File: src/rtl/slot_ring_ctrl_if.sv
`default_nettype none
// ============================================================================
// Module   : slot_ring_ctrl_if
// Brief    : Ingress / egress signal bundle for the 4-slot frame ring
//            controller. The slave side is the controller itself; the master
//            side is the ingress parser plus the two egress readers.
// Revision : 1.0 - initial release
// ============================================================================
interface slot_ring_ctrl_if #(
  parameter int LEN_W = 11,
  parameter int CNT_W = 16
);
  // Ingress frame framing
  logic             sof_in;
  logic             eof_in;
  logic [LEN_W-1:0] len_in;
  logic             err_in;
  logic             wr_en_out;
  logic [2:0]       wr_ptr_tribit;
  logic             wr_greenflag;
  // Egress readers
  logic [2:0]       rd_ptr_tribit_1;
  logic [2:0]       rd_ptr_tribit_0;
  logic             rd_done_1;
  logic             rd_done_0;
  logic             rd_greenflag_1;
  logic             rd_greenflag_0;
  logic [LEN_W-1:0] rd_len_1;
  logic [LEN_W-1:0] rd_len_0;
  // Statistics
  logic [CNT_W-1:0] drop_cnt;

  modport master (
    output sof_in, eof_in, len_in, err_in, rd_done_1, rd_done_0,
    input  wr_en_out, wr_ptr_tribit, wr_greenflag,
    input  rd_ptr_tribit_1, rd_ptr_tribit_0, rd_greenflag_1, rd_greenflag_0,
    input  rd_len_1, rd_len_0, drop_cnt
  );

  modport slave (
    input  sof_in, eof_in, len_in, err_in, rd_done_1, rd_done_0,
    output wr_en_out, wr_ptr_tribit, wr_greenflag,
    output rd_ptr_tribit_1, rd_ptr_tribit_0, rd_greenflag_1, rd_greenflag_0,
    output rd_len_1, rd_len_0, drop_cnt
  );
endinterface
`default_nettype wire

File: src/rtl/slot_ring_ctrl.sv
`default_nettype none
// ============================================================================
// Module   : slot_ring_ctrl
// Brief    : Pointer/flag controller for a 4-slot frame ring with one writer
//            and two independent readers. Admits frames at sof, commits them
//            (pointer advance + stored length) at eof, counts drops.
// Revision : 1.0 - initial release
// ============================================================================
module slot_ring_ctrl #(
  parameter int LEN_W = 11,
  parameter int CNT_W = 16
) (
  input logic             clk,
  input logic             rst,
  slot_ring_ctrl_if.slave bus
);

  typedef enum logic [1:0] {
    S_IDLE    = 2'd0,
    S_ACCEPT  = 2'd1,
    S_DISCARD = 2'd2
  } state_t;

  state_t           r_state;
  state_t           w_state_nxt;
  logic [2:0]       r_wr_ptr;
  logic [2:0]       r_rd_ptr_1;
  logic [2:0]       r_rd_ptr_0;
  logic [LEN_W-1:0] r_len_mem [4];
  logic [CNT_W-1:0] r_drop_cnt;

  logic w_full;
  logic w_rd_avail_1;
  logic w_rd_avail_0;
  logic w_commit;
  logic w_drop;
  logic w_wr_en;

  // Full when the writer is exactly one lap ahead of the slower reader.
  assign w_full = ((r_wr_ptr[2] != r_rd_ptr_1[2]) && (r_wr_ptr[1:0] == r_rd_ptr_1[1:0])) ||
                  ((r_wr_ptr[2] != r_rd_ptr_0[2]) && (r_wr_ptr[1:0] == r_rd_ptr_0[1:0]));
  assign w_rd_avail_1 = (r_wr_ptr != r_rd_ptr_1);
  assign w_rd_avail_0 = (r_wr_ptr != r_rd_ptr_0);

  // Write FSM: admission at sof, commit/drop decision at eof.
  // A sof+eof pair in IDLE is a complete frame and is resolved in that cycle.
  always_comb begin
    w_state_nxt = r_state;
    w_commit    = 1'b0;
    w_drop      = 1'b0;
    w_wr_en     = 1'b0;
    case (r_state)
      S_IDLE: begin
        if (bus.sof_in) begin
          if (!w_full) begin
            w_wr_en = 1'b1;
            if (bus.eof_in) begin
              if (bus.err_in) w_drop = 1'b1;
              else            w_commit = 1'b1;
            end else begin
              w_state_nxt = S_ACCEPT;
            end
          end else begin
            w_drop = 1'b1;
            if (!bus.eof_in) w_state_nxt = S_DISCARD;
          end
        end
      end
      S_ACCEPT: begin
        w_wr_en = 1'b1;
        if (bus.eof_in) begin
          w_state_nxt = S_IDLE;
          if (bus.err_in) w_drop = 1'b1;
          else            w_commit = 1'b1;
        end
      end
      S_DISCARD: begin
        if (bus.eof_in) w_state_nxt = S_IDLE;
      end
      default: w_state_nxt = S_IDLE;
    endcase
  end

  // State register.
  always_ff @(posedge clk or posedge rst) begin
    if (rst) r_state <= S_IDLE;
    else     r_state <= w_state_nxt;
  end

  // Write pointer and per-slot length store; only a commit advances the
  // pointer, so an admitted slot stays reserved for the whole frame.
  always_ff @(posedge clk or posedge rst) begin
    if (rst) begin
      r_wr_ptr <= 3'b000;
      for (int i = 0; i < 4; i++) r_len_mem[i] <= '0;
    end else if (w_commit) begin
      r_wr_ptr                <= r_wr_ptr + 3'd1;
      r_len_mem[r_wr_ptr[1:0]] <= bus.len_in;
    end
  end

  // Saturating drop counter (refused at sof or errored at eof).
  always_ff @(posedge clk or posedge rst) begin
    if (rst)                            r_drop_cnt <= '0;
    else if (w_drop && (r_drop_cnt != '1)) r_drop_cnt <= r_drop_cnt + CNT_W'(1);
  end

  // Reader pointers advance only when their reader has a slot to release.
  always_ff @(posedge clk or posedge rst) begin
    if (rst) begin
      r_rd_ptr_1 <= 3'b000;
      r_rd_ptr_0 <= 3'b000;
    end else begin
      if (bus.rd_done_1 && w_rd_avail_1) r_rd_ptr_1 <= r_rd_ptr_1 + 3'd1;
      if (bus.rd_done_0 && w_rd_avail_0) r_rd_ptr_0 <= r_rd_ptr_0 + 3'd1;
    end
  end

  assign bus.wr_en_out       = w_wr_en;
  assign bus.wr_ptr_tribit   = r_wr_ptr;
  assign bus.wr_greenflag    = ~w_full;
  assign bus.rd_ptr_tribit_1 = r_rd_ptr_1;
  assign bus.rd_ptr_tribit_0 = r_rd_ptr_0;
  assign bus.rd_greenflag_1  = w_rd_avail_1;
  assign bus.rd_greenflag_0  = w_rd_avail_0;
  assign bus.rd_len_1        = r_len_mem[r_rd_ptr_1[1:0]];
  assign bus.rd_len_0        = r_len_mem[r_rd_ptr_0[1:0]];
  assign bus.drop_cnt        = r_drop_cnt;

endmodule
`default_nettype wire

File: src/flat_wrapper.sv
// flat-port wrapper written by rule: the top's interface ports become plain ports
module slot_ring_ctrl_flat 
#(
  parameter int LEN_W = 11,
  parameter int CNT_W = 16
)
  (clk, rst, bus_sof_in, bus_eof_in, bus_len_in, bus_err_in, bus_rd_done_1, bus_rd_done_0, bus_wr_en_out, bus_wr_ptr_tribit, bus_wr_greenflag, bus_rd_ptr_tribit_1, bus_rd_ptr_tribit_0, bus_rd_greenflag_1, bus_rd_greenflag_0, bus_rd_len_1, bus_rd_len_0, bus_drop_cnt);
  slot_ring_ctrl_if #(.LEN_W(LEN_W), .CNT_W(CNT_W)) bus_i ();
  input logic clk;
  input logic rst;
  input wire logic [$bits(bus_i.sof_in)-1:0] bus_sof_in;
  input wire logic [$bits(bus_i.eof_in)-1:0] bus_eof_in;
  input wire logic [$bits(bus_i.len_in)-1:0] bus_len_in;
  input wire logic [$bits(bus_i.err_in)-1:0] bus_err_in;
  input wire logic [$bits(bus_i.rd_done_1)-1:0] bus_rd_done_1;
  input wire logic [$bits(bus_i.rd_done_0)-1:0] bus_rd_done_0;
  output wire logic [$bits(bus_i.wr_en_out)-1:0] bus_wr_en_out;
  output wire logic [$bits(bus_i.wr_ptr_tribit)-1:0] bus_wr_ptr_tribit;
  output wire logic [$bits(bus_i.wr_greenflag)-1:0] bus_wr_greenflag;
  output wire logic [$bits(bus_i.rd_ptr_tribit_1)-1:0] bus_rd_ptr_tribit_1;
  output wire logic [$bits(bus_i.rd_ptr_tribit_0)-1:0] bus_rd_ptr_tribit_0;
  output wire logic [$bits(bus_i.rd_greenflag_1)-1:0] bus_rd_greenflag_1;
  output wire logic [$bits(bus_i.rd_greenflag_0)-1:0] bus_rd_greenflag_0;
  output wire logic [$bits(bus_i.rd_len_1)-1:0] bus_rd_len_1;
  output wire logic [$bits(bus_i.rd_len_0)-1:0] bus_rd_len_0;
  output wire logic [$bits(bus_i.drop_cnt)-1:0] bus_drop_cnt;
  assign bus_i.sof_in = bus_sof_in;
  assign bus_i.eof_in = bus_eof_in;
  assign bus_i.len_in = bus_len_in;
  assign bus_i.err_in = bus_err_in;
  assign bus_i.rd_done_1 = bus_rd_done_1;
  assign bus_i.rd_done_0 = bus_rd_done_0;
  assign bus_wr_en_out = bus_i.wr_en_out;
  assign bus_wr_ptr_tribit = bus_i.wr_ptr_tribit;
  assign bus_wr_greenflag = bus_i.wr_greenflag;
  assign bus_rd_ptr_tribit_1 = bus_i.rd_ptr_tribit_1;
  assign bus_rd_ptr_tribit_0 = bus_i.rd_ptr_tribit_0;
  assign bus_rd_greenflag_1 = bus_i.rd_greenflag_1;
  assign bus_rd_greenflag_0 = bus_i.rd_greenflag_0;
  assign bus_rd_len_1 = bus_i.rd_len_1;
  assign bus_rd_len_0 = bus_i.rd_len_0;
  assign bus_drop_cnt = bus_i.drop_cnt;
  slot_ring_ctrl #(.LEN_W(LEN_W), .CNT_W(CNT_W)) u_core (.clk(clk), .rst(rst), .bus(bus_i));
endmodule
File: config.mk
export PLATFORM = sky130hd
export DESIGN_NAME = slot_ring_ctrl_flat
export DESIGN_NICKNAME = d
export VERILOG_FILES = /design/src/rtl/slot_ring_ctrl_if.sv /design/src/rtl/slot_ring_ctrl.sv /design/src/flat_wrapper.sv
export SDC_FILE = /design/constraint.sdc
export NUM_CORES = 1
export LEC_CHECK = 0
export CORE_ASPECT_RATIO = 0.5
export CORE_MARGIN = 3
export CORE_UTILIZATION = 45
export CTS_CLUSTER_SIZE = 20
export DETAILED_ROUTE_END_ITERATION = 8
export PLACE_DENSITY = 0.72
export SKIP_CTS_REPAIR_TIMING = 1
export SLEW_MARGIN = 20
export SYNTH_ARGS = -nofsm -noshare
export SYNTH_HDL_FRONTEND = slang
export SYNTH_SLANG_ARGS = --single-unit
File: constraint.sdc
create_clock -name clk -period 2.8 [get_ports clk]
set_input_delay 0.56 -clock clk [delete_from_list [all_inputs] [get_ports clk]]
set_output_delay 0.56 -clock clk [all_outputs]
set_load 0.01 [all_outputs]
After elaboration in Yosys (flattened, before gate mapping):

Index checks and enable logic that the tools add are counted.

* register bits: 71
* input port bits: 18
* output and inout bits: 51

* $add $sub $neg: 4
* $lt $le $gt $ge: 4
* equality and inequality tests: 12
* multiplexer cells: 28
* bitwise operators: 4
* reduce and logical (&&, ||, !) cells: 10

Operators with widths (number)
* $mux W11: 5
* $bmux W11 S2: 2
* $bwmux W44: 1
* $demux W11 S2: 1
* $add A16 B1 Y16 const B: 1
* $ne A16 B16 Y1 const B: 1
* $mux W1: 10
* $mux W2: 5
* $add A3 B1 Y3 const B: 3
* $ge A3 B3 Y1 const B: 3
* $not A2 Y3: 3
* $logic_and A1 B1 Y1: 6
* $ne A3 B3 Y1: 2
* $pmux W1 S2: 3
* $eq A2 B2 Y1: 2
* $ne A2 B2 Y1 const B: 2
* $pmux W2 S2: 1
* $lt A3 B1 Y1 const B: 1
* $reduce_and A3 Y1: 1
* $eq A2 B1 Y1 const B: 1
* $eq A2 B2 Y1 const B: 1
* $logic_not A2 Y1: 1
* $ne A1 B1 Y1: 2
* $ne A2 B1 Y1 const B: 1
* 3 further kinds: 3

Logic depth before layout (Yosys ltp):

Gate-level depths: netlist of the first run.

* depth in word-level cells: 7
* depth in mapped cells: 7
* depth with buffers taken out: 6

Least setup slack after synthesis of the first run:

Ideal clock, no wire load.

* path type: flip-flop to flip-flop
* start: reg u_core.r_wr_ptr[1], in the netlist u_core.bus.wr_ptr_tribit[1]
* end: reg u_core.r_len_mem[0] in the netlist's numbering
* arrival: 1.848 ns
* required time: 2.675 ns
* path slack: 0.827 ns
* stages on the path, launching flop included: 7
* cells stage by stage: dfrtp_1 -> xor2_1 -> nor3_2 -> o31ai_4 -> and3_4 -> buf_8 -> mux2_4

* cells in the longest elaborated chain, start to end: 6
* elaborated cells between the ends (all ways): 15

RTL lines
* start: declaration: line slot_ring_ctrl.sv:26 `logic [2:0] r_wr_ptr;`
* start signal: assignment: line slot_ring_ctrl.sv:97 `r_wr_ptr <= r_wr_ptr + 3'd1;`
* $not A2 Y3 (not written as such), or another cell as far along: line slot_ring_ctrl.sv:98 `r_len_mem[r_wr_ptr[1:0]] <= bus.len_in;`
* $ge A3 B3 Y1 (not written as such), or another cell as far along: line slot_ring_ctrl.sv:98
* $logic_and A1 B1 Y1 (not written as such) or $logic_or A1 B1 Y1 (tied branches): line slot_ring_ctrl.sv:98, slot_ring_ctrl.sv:40
* $mux W11 (not written as such) or $mux W1 (tied branches): line slot_ring_ctrl.sv:98, slot_ring_ctrl.sv:55
* $demux W11 S2 or $mux W1 (tied branches): line slot_ring_ctrl.sv:98, slot_ring_ctrl.sv:54
* $bwmux W44 or $pmux W1 S2 (tied branches): line slot_ring_ctrl.sv:98, slot_ring_ctrl.sv:52
* end signal: indexed assignment: line slot_ring_ctrl.sv:98
* end: declaration: line slot_ring_ctrl.sv:29 `logic [LEN_W-1:0] r_len_mem [4];`

Several ways; a longest one is shown, not always the timed one.
A chain may end at the register's enable or synchronous reset.

Worst setup path in the final report of the first run:

* start: reg u_core.r_rd_ptr_1[0], in the netlist u_core.bus.rd_ptr_tribit_1[0]
* end: out bus_rd_len_1[1]

* cells in the longest elaborated chain, start to end: 4

RTL lines
* start: declaration: line slot_ring_ctrl.sv:27 `logic [2:0] r_rd_ptr_1;`
* start signal: assignment: line slot_ring_ctrl.sv:114 `if (bus.rd_done_1 && w_rd_avail_1) r_rd_ptr_1 <= r_rd_ptr_1 + 3'd1;`
* $not A2 Y3 (not written as such): line slot_ring_ctrl.sv:126 `assign bus.rd_len_1 = r_len_mem[r_rd_ptr_1[1:0]];`
* $bmux W11 S2: line slot_ring_ctrl.sv:126
* $mux W11 (not written as such) (2 in series): line slot_ring_ctrl.sv:126
* end: declaration: line flat_wrapper.sv:24 `output wire logic [$bits(bus_i.rd_len_1)-1:0] bus_rd_len_1;`

Every way passes these cells. The select of a mux whose other input is x is not followed.

==> results of run 1 <==
## per-stage QoR
step	util, %	area, um2	worst slack, ns
detailed placement	57.5	4740	0.183
finish	61.4	5060	0.145
global placement	57.5	4740	0.221
floorplan	-	3920	0.443
CTS	61.4	5060	0.103
global route	61.4	5060	0.0454
## placed cells by master, fill, tap and decap left out, drive strengths merged, types with 9 or more instances in the layout
cell            n
ha              9
inv            10
mux2           49
xor2           17
clkbuf         10
dfrtp          71
clkdlybuf4s50  68
a211oi          9
nand2          13
mux4           22
## cells by family after synthesis
logic type               count (synthesis)  share of synthesized area [%]
AO/OA/AOI/OAI                           26                           5.94
XOR/XNOR                                25                           5.59
multiplexers                            72                           30.8
flip-flops                              71                           45.4
AND/OR/NAND/NOR                         42                           6.33
adder cells (fa/ha/maj)                  9                           2.88
buffers and inverters                   20                           3.04
## state kept, by name, indices dropped and copies added, names as in the netlist
register and cells:
u_core.r_len_mem 44, u_core.r_state 2, u_core.bus.drop_cnt 16, u_core.bus.rd_ptr_tribit_1 3
u_core.bus.rd_ptr_tribit_0 3, u_core.bus.wr_ptr_tribit 3
## path summary, 6_finish.rpt
path,startpoint,endpoint,slack [ns],cells after the start
min in group asynchronous,rst,u_core.r_len_mem[18],0.63,2
max in group asynchronous,rst,u_core.r_len_mem[42],1.56,3
min reg2reg,u_core.bus.drop_cnt[9],u_core.bus.drop_cnt[9],0.49,1
max,u_core.bus.rd_ptr_tribit_1[0],bus_rd_len_1[1],0.15,3
min,u_core.bus.drop_cnt[9],u_core.bus.drop_cnt[9],0.49,1
max reg2reg,u_core.bus.wr_ptr_tribit[0],u_core.bus.drop_cnt[1],0.55,5
## critical path: stages (launching register included)
cell and delay [ns]:
dfrtp_1 0.41, buf_4 0.30, mux4_2 0.54, clkdlybuf4s50_1 0.50
## area by class of cell
class                      instances  area (um2)  share of cell area [%]
clock buffer                      10         229                    4.53
clock inverter                     6        92.6                    1.83
inverter                           9        33.8                   0.668
multi-input combinational        174        2020                    39.9
sequential                        71        1780                    35.1
tap                              112         140                    2.77
timing repair buffer              76         766                    15.1
## power by group through the flow
stage               registers, W  logic (W)  clock network [W]
floorplan                0.00181    0.00199                  0
global placement         0.00181    0.00325                  0
detailed placement       0.00186    0.00333                  0
CTS                      0.00186    0.00335            0.00125
global route             0.00192    0.00354            0.00129
finish                   0.00186    0.00329            0.00122
## layer usage
layer	GRT usage [%]	routed length, um	vias to the layer above	share of wire, %
met1	22.4	3510	1323	42
met3	5.68	366	7	4.3
met5	0	0	-	0
met2	32.7	4480	51	53
li1	-	-	1133	-
met4	4.60	82	0	0.97
==> impl_metrics.yaml, run 1 <==
power_and_ir_drop:
  p_per_area_nw_per_um2: 1260
  vdd_drop_max_uv: 509
  p_total_w: 0.00637
  swShare_pct: 33.2
  power_frac_comb_pct: 51.6
  intPower_w: 0.00425
  pwr-share-seq_pct: 29.2
  p_leak_nw: 2.15
  power_switching_w: 0.00212
  pwr-share-clk_pct: 19.2
global_routing:
  grt.overflow.total: 0
  track_usage_pct: 18.5
  grt_pass1_vias: 2690
  antenna_found_initial: 0
  grt_max_degree: 32
  grt_first_pass_wirelength_mm: 13.9
placement:
  numPortBuffers: 68
  place_hpwl_mm: 5.85
  dp_cells: 442
  gp_congestion: 0.762
layout:
  num_antenna_cells: 0
  fin_cells: 458
  fill_cells: 651
  drive_above_1_share_pct: 32.1
  fin_nets: 368
  area_delta_synth_final_pct: 29.2
clock_network:
  cts.clk_slew.worst_paths_ns: 0.06
  root_buffer: "clkbuf_16"
  cts.sinks: 71
  cts_buffers: 9
  cts_tree: "done"
  clockBufferDepth: 2
  cts_max_level: 3
  clock_latency_ns: 0.33
worst_setup_path:
  crit_path_end_kind: "output port"
  path_max_fanout: 12
  critPathRequiredTime_ns: 2.24
  cp-start-kind: "flop"
  arrival_ns: 2.09
  path_class: "reg2out"
timing:
  slew_violations: 0
  hold_violations: 0
  slew_headroom_pct: 46.4
  period_minus_slack_ns: 2.65
  grt_setup_unrepaired: "no"
  worstMarginPinSlew_ns: 0.804
  fin_skew_ns: 0.00910
  setup_viol: 0
  fmax_mhz: 377
  fin_crit_sh_pct: 94.8
  whs_ns: 0.488
  tns_ns: 0
drt:
  ant_nets: 0
  firstDrtPassIters: 4
  remaining_drc_errors: 0
  vias_per_cell: 5.49
  vias: 2514
  routed_wl_mm: 8.45
  drtIter0Drc: 101
  routedWlPerCell_um: 18.4
synthesis:
  synth_most_common_cell: "dfrtp_1"
  netlist_instances: 265
  syn_area_per_cell_um2: 14.8
  synthFlopType: "dfrtp_1"
  synth_top_area_share_pct: 45.4
  synth_edf_count: 0
  syn_area_um2: 3920
  yosys.area.top_type: "dfrtp_1"
  synth_top_cells_by_area: "dfrtp_1 45%, mux2_4 15%, mux4_2 12%"
  synth-seq-cells: 71
  synthArstFlopShare_pct: 100
  synth_common_cells: "71 x dfrtp_1, 39 x mux2_4, 21 x mux4_2"
  synth.distinct_cells: 38
  yosysSeqAreaShare_pct: 45.4
  ys_warn_count: 0
  synth_fp_nets: 292
floorplanning:
  die_x_um: 138
  die_h_um: 72.0
  die_area_um2: 9920
  core_um2: 8230
  num_rows: 23
  start_util_pct: 47.6
  ios: 69
job:
  drv_cap: 0
min_path:
  hold_path.class: "reg2reg"
run_status:
  status: "finished clean"
No activity file was read; power rests on OpenSTA's default activity.
==> run 2: changes to the inputs <==
- GPL_ROUTABILITY_DRIVEN: default -> 0
==> results of run 2 <==
No change in the layout: final DEF, timing and power equal those of run 1.
==> run 3: changes to the inputs <==
- CORE_UTILIZATION: 45 -> 53
- GPL_ROUTABILITY_DRIVEN: 0 -> 1
- PLACE_DENSITY: 0.72 -> 0.82
==> run 3 against run 2 <==
  * Register-to-register slack improved by 0.03 ns
  * Clock skew is 0.0044 ns lower
  * Critical path depth grew 1
  * Largest power group unchanged
  * Highest routed layer unchanged
==> impl_metrics.yaml, run 3 (synthesis results as in run 1) <==
placement:
  dp_cells: 424
  gp_congestion: 0.795
  place_hpwl_mm: 5.63
  numPortBuffers: 68
clock_network:
  clockBufferDepth: 2
  root_buffer: "clkbuf_16"
  cts_buffers: 9
  cts.clk_slew.worst_paths_ns: 0.05
  cts_max_level: 3
  cts.sinks: 71
  clock_latency_ns: 0.33
  cts_tree: "done"
global_routing:
  grt_first_pass_wirelength_mm: 13.7
  track_usage_pct: 21.0
  grt.overflow.total: 0
  grt_max_degree: 54
  grt_pass1_vias: 2687
  antenna_found_initial: 0
worst_setup_path:
  cp_cell_sequence: "clkdlybuf4s50_1 > nand2_1 > o31ai_4 > clkdlybuf4s50_1"
  path_class: "in2out"
  max_stage_delay_ns: 0.58
  cp_slowest_cell: "clkdlybuf4s50_1"
  arrival_ns: 2.09
  critPathBufInv: 2
  crit_top_cell: "clkdlybuf4s50_1"
  path_max_fanout: 3
  crit_path_end_kind: "output port"
  cp-start-kind: "primary input"
  critPathRequiredTime_ns: 2.24
  cp_top_family: "buffers and inverters"
floorplanning:
  start_util_pct: 56.7
  num_rows: 21
  die_area_um2: 8520
  die_h_um: 66.8
  die_x_um: 128
  core_um2: 6910
  ios: 69
drt:
  routedWlPerCell_um: 18.6
  drtIter0Drc: 120
  vias_per_cell: 5.62
  vias: 2472
  routed_wl_mm: 8.18
  remaining_drc_errors: 0
  ant_nets: 0
  firstDrtPassIters: 4
timing:
  fmax_mhz: 377
  worstMarginPinSlew_ns: 0.814
  period_minus_slack_ns: 2.65
  fin_crit_sh_pct: 94.8
  hold_violations: 0
  slew_violations: 0
  tns_ns: 0
  grt_setup_unrepaired: "no"
  slew_headroom_pct: 45.7
  setup_viol: 0
  fin_skew_ns: 0.00469
  whs_ns: 0.496
power_and_ir_drop:
  p_total_w: 0.00615
  p_leak_nw: 2.14
  vdd_drop_max_uv: 522
  p_per_area_nw_per_um2: 1240
layout:
  fin_nets: 370
  largest_reg_flops: 44
  final_common_cell: "dfrtp_1"
  top_register: "u_core.r_len_mem"
  fin_cells: 440
  drive_above_1_share_pct: 31.9
  area_delta_synth_final_pct: 27.0
  final_cell_mix: "71 x dfrtp_1, 68 x clkdlybuf4s50_1, 39 x mux2_4"
  num_antenna_cells: 0
min_path:
  hold_path.class: "reg2reg"
run_status:
  status: "finished clean"
job:
  drv_cap: 0
run 3: cell types whose count changed in the layout (fill, tap and decap cells not counted), sizes merged:
cell / previous run / this run
bufinv: 2 / 0
buf: 8 / 10
inv: 10 / 9
clkbuf: 10 / 12
clkinv: 1 / 3
clkinvlp: 2 / 1
run 3: stage by stage:
stage	cell area, um2	setup WS (ns)	util, %
final	4970	0.147	72.0
after global placement	4710	0.189	68.2
after floorplan	3920	0.443	-
after detailed placement	4710	0.156	68.2
after global routing	4970	0.0875	72.0
after CTS	4970	0.150	72.0
run 3: layout make-up:
cell class | count | area (um2)
clock buffers | 12 | 236
clock inverters | 4 | 22.5
fillers | 462 | 1940
inverters | 9 | 33.8
multi-input cells | 174 | 2020
flip-flops and latches | 71 | 1780
well taps | 92 | 115
repair buffers | 78 | 768
run 3: routing by layer:
layer	share of wire, %	wire [um]	GRT usage [%]	vias to the layer above
met5	0	0	0	-
met4	0.77	63	5.75	0
met3	3.7	303	5.76	7
met2	49	4030	35.2	61
met1	46	3790	27.2	1264
li1	-	-	-	1140
run 3: where the power goes:
group          internal (W)  switching [W]  leakage [nW]  total [W]
registers           0.00146       0.000397         0.882    0.00185
clock network      0.000595       0.000407         0.126    0.00100
logic               0.00202        0.00127          1.13    0.00330
total               0.00407        0.00208          2.14    0.00615
run 3: worst paths after layout:
path                       depth (start not counted)                           from  slack, ns                      to
max in group asynchronous                          3                            rst       1.63    u_core.r_len_mem[39]
setup reg to reg                                   6  u_core.bus.rd_ptr_tribit_1[0]       0.58  u_core.bus.drop_cnt[1]
hold reg to reg                                    1         u_core.bus.drop_cnt[9]       0.50  u_core.bus.drop_cnt[9]
setup / recovery                                   4                     bus_sof_in       0.15           bus_wr_en_out
min in group asynchronous                          2                            rst       0.56  u_core.bus.drop_cnt[3]
hold / removal                                     1         u_core.bus.drop_cnt[9]       0.50  u_core.bus.drop_cnt[9]
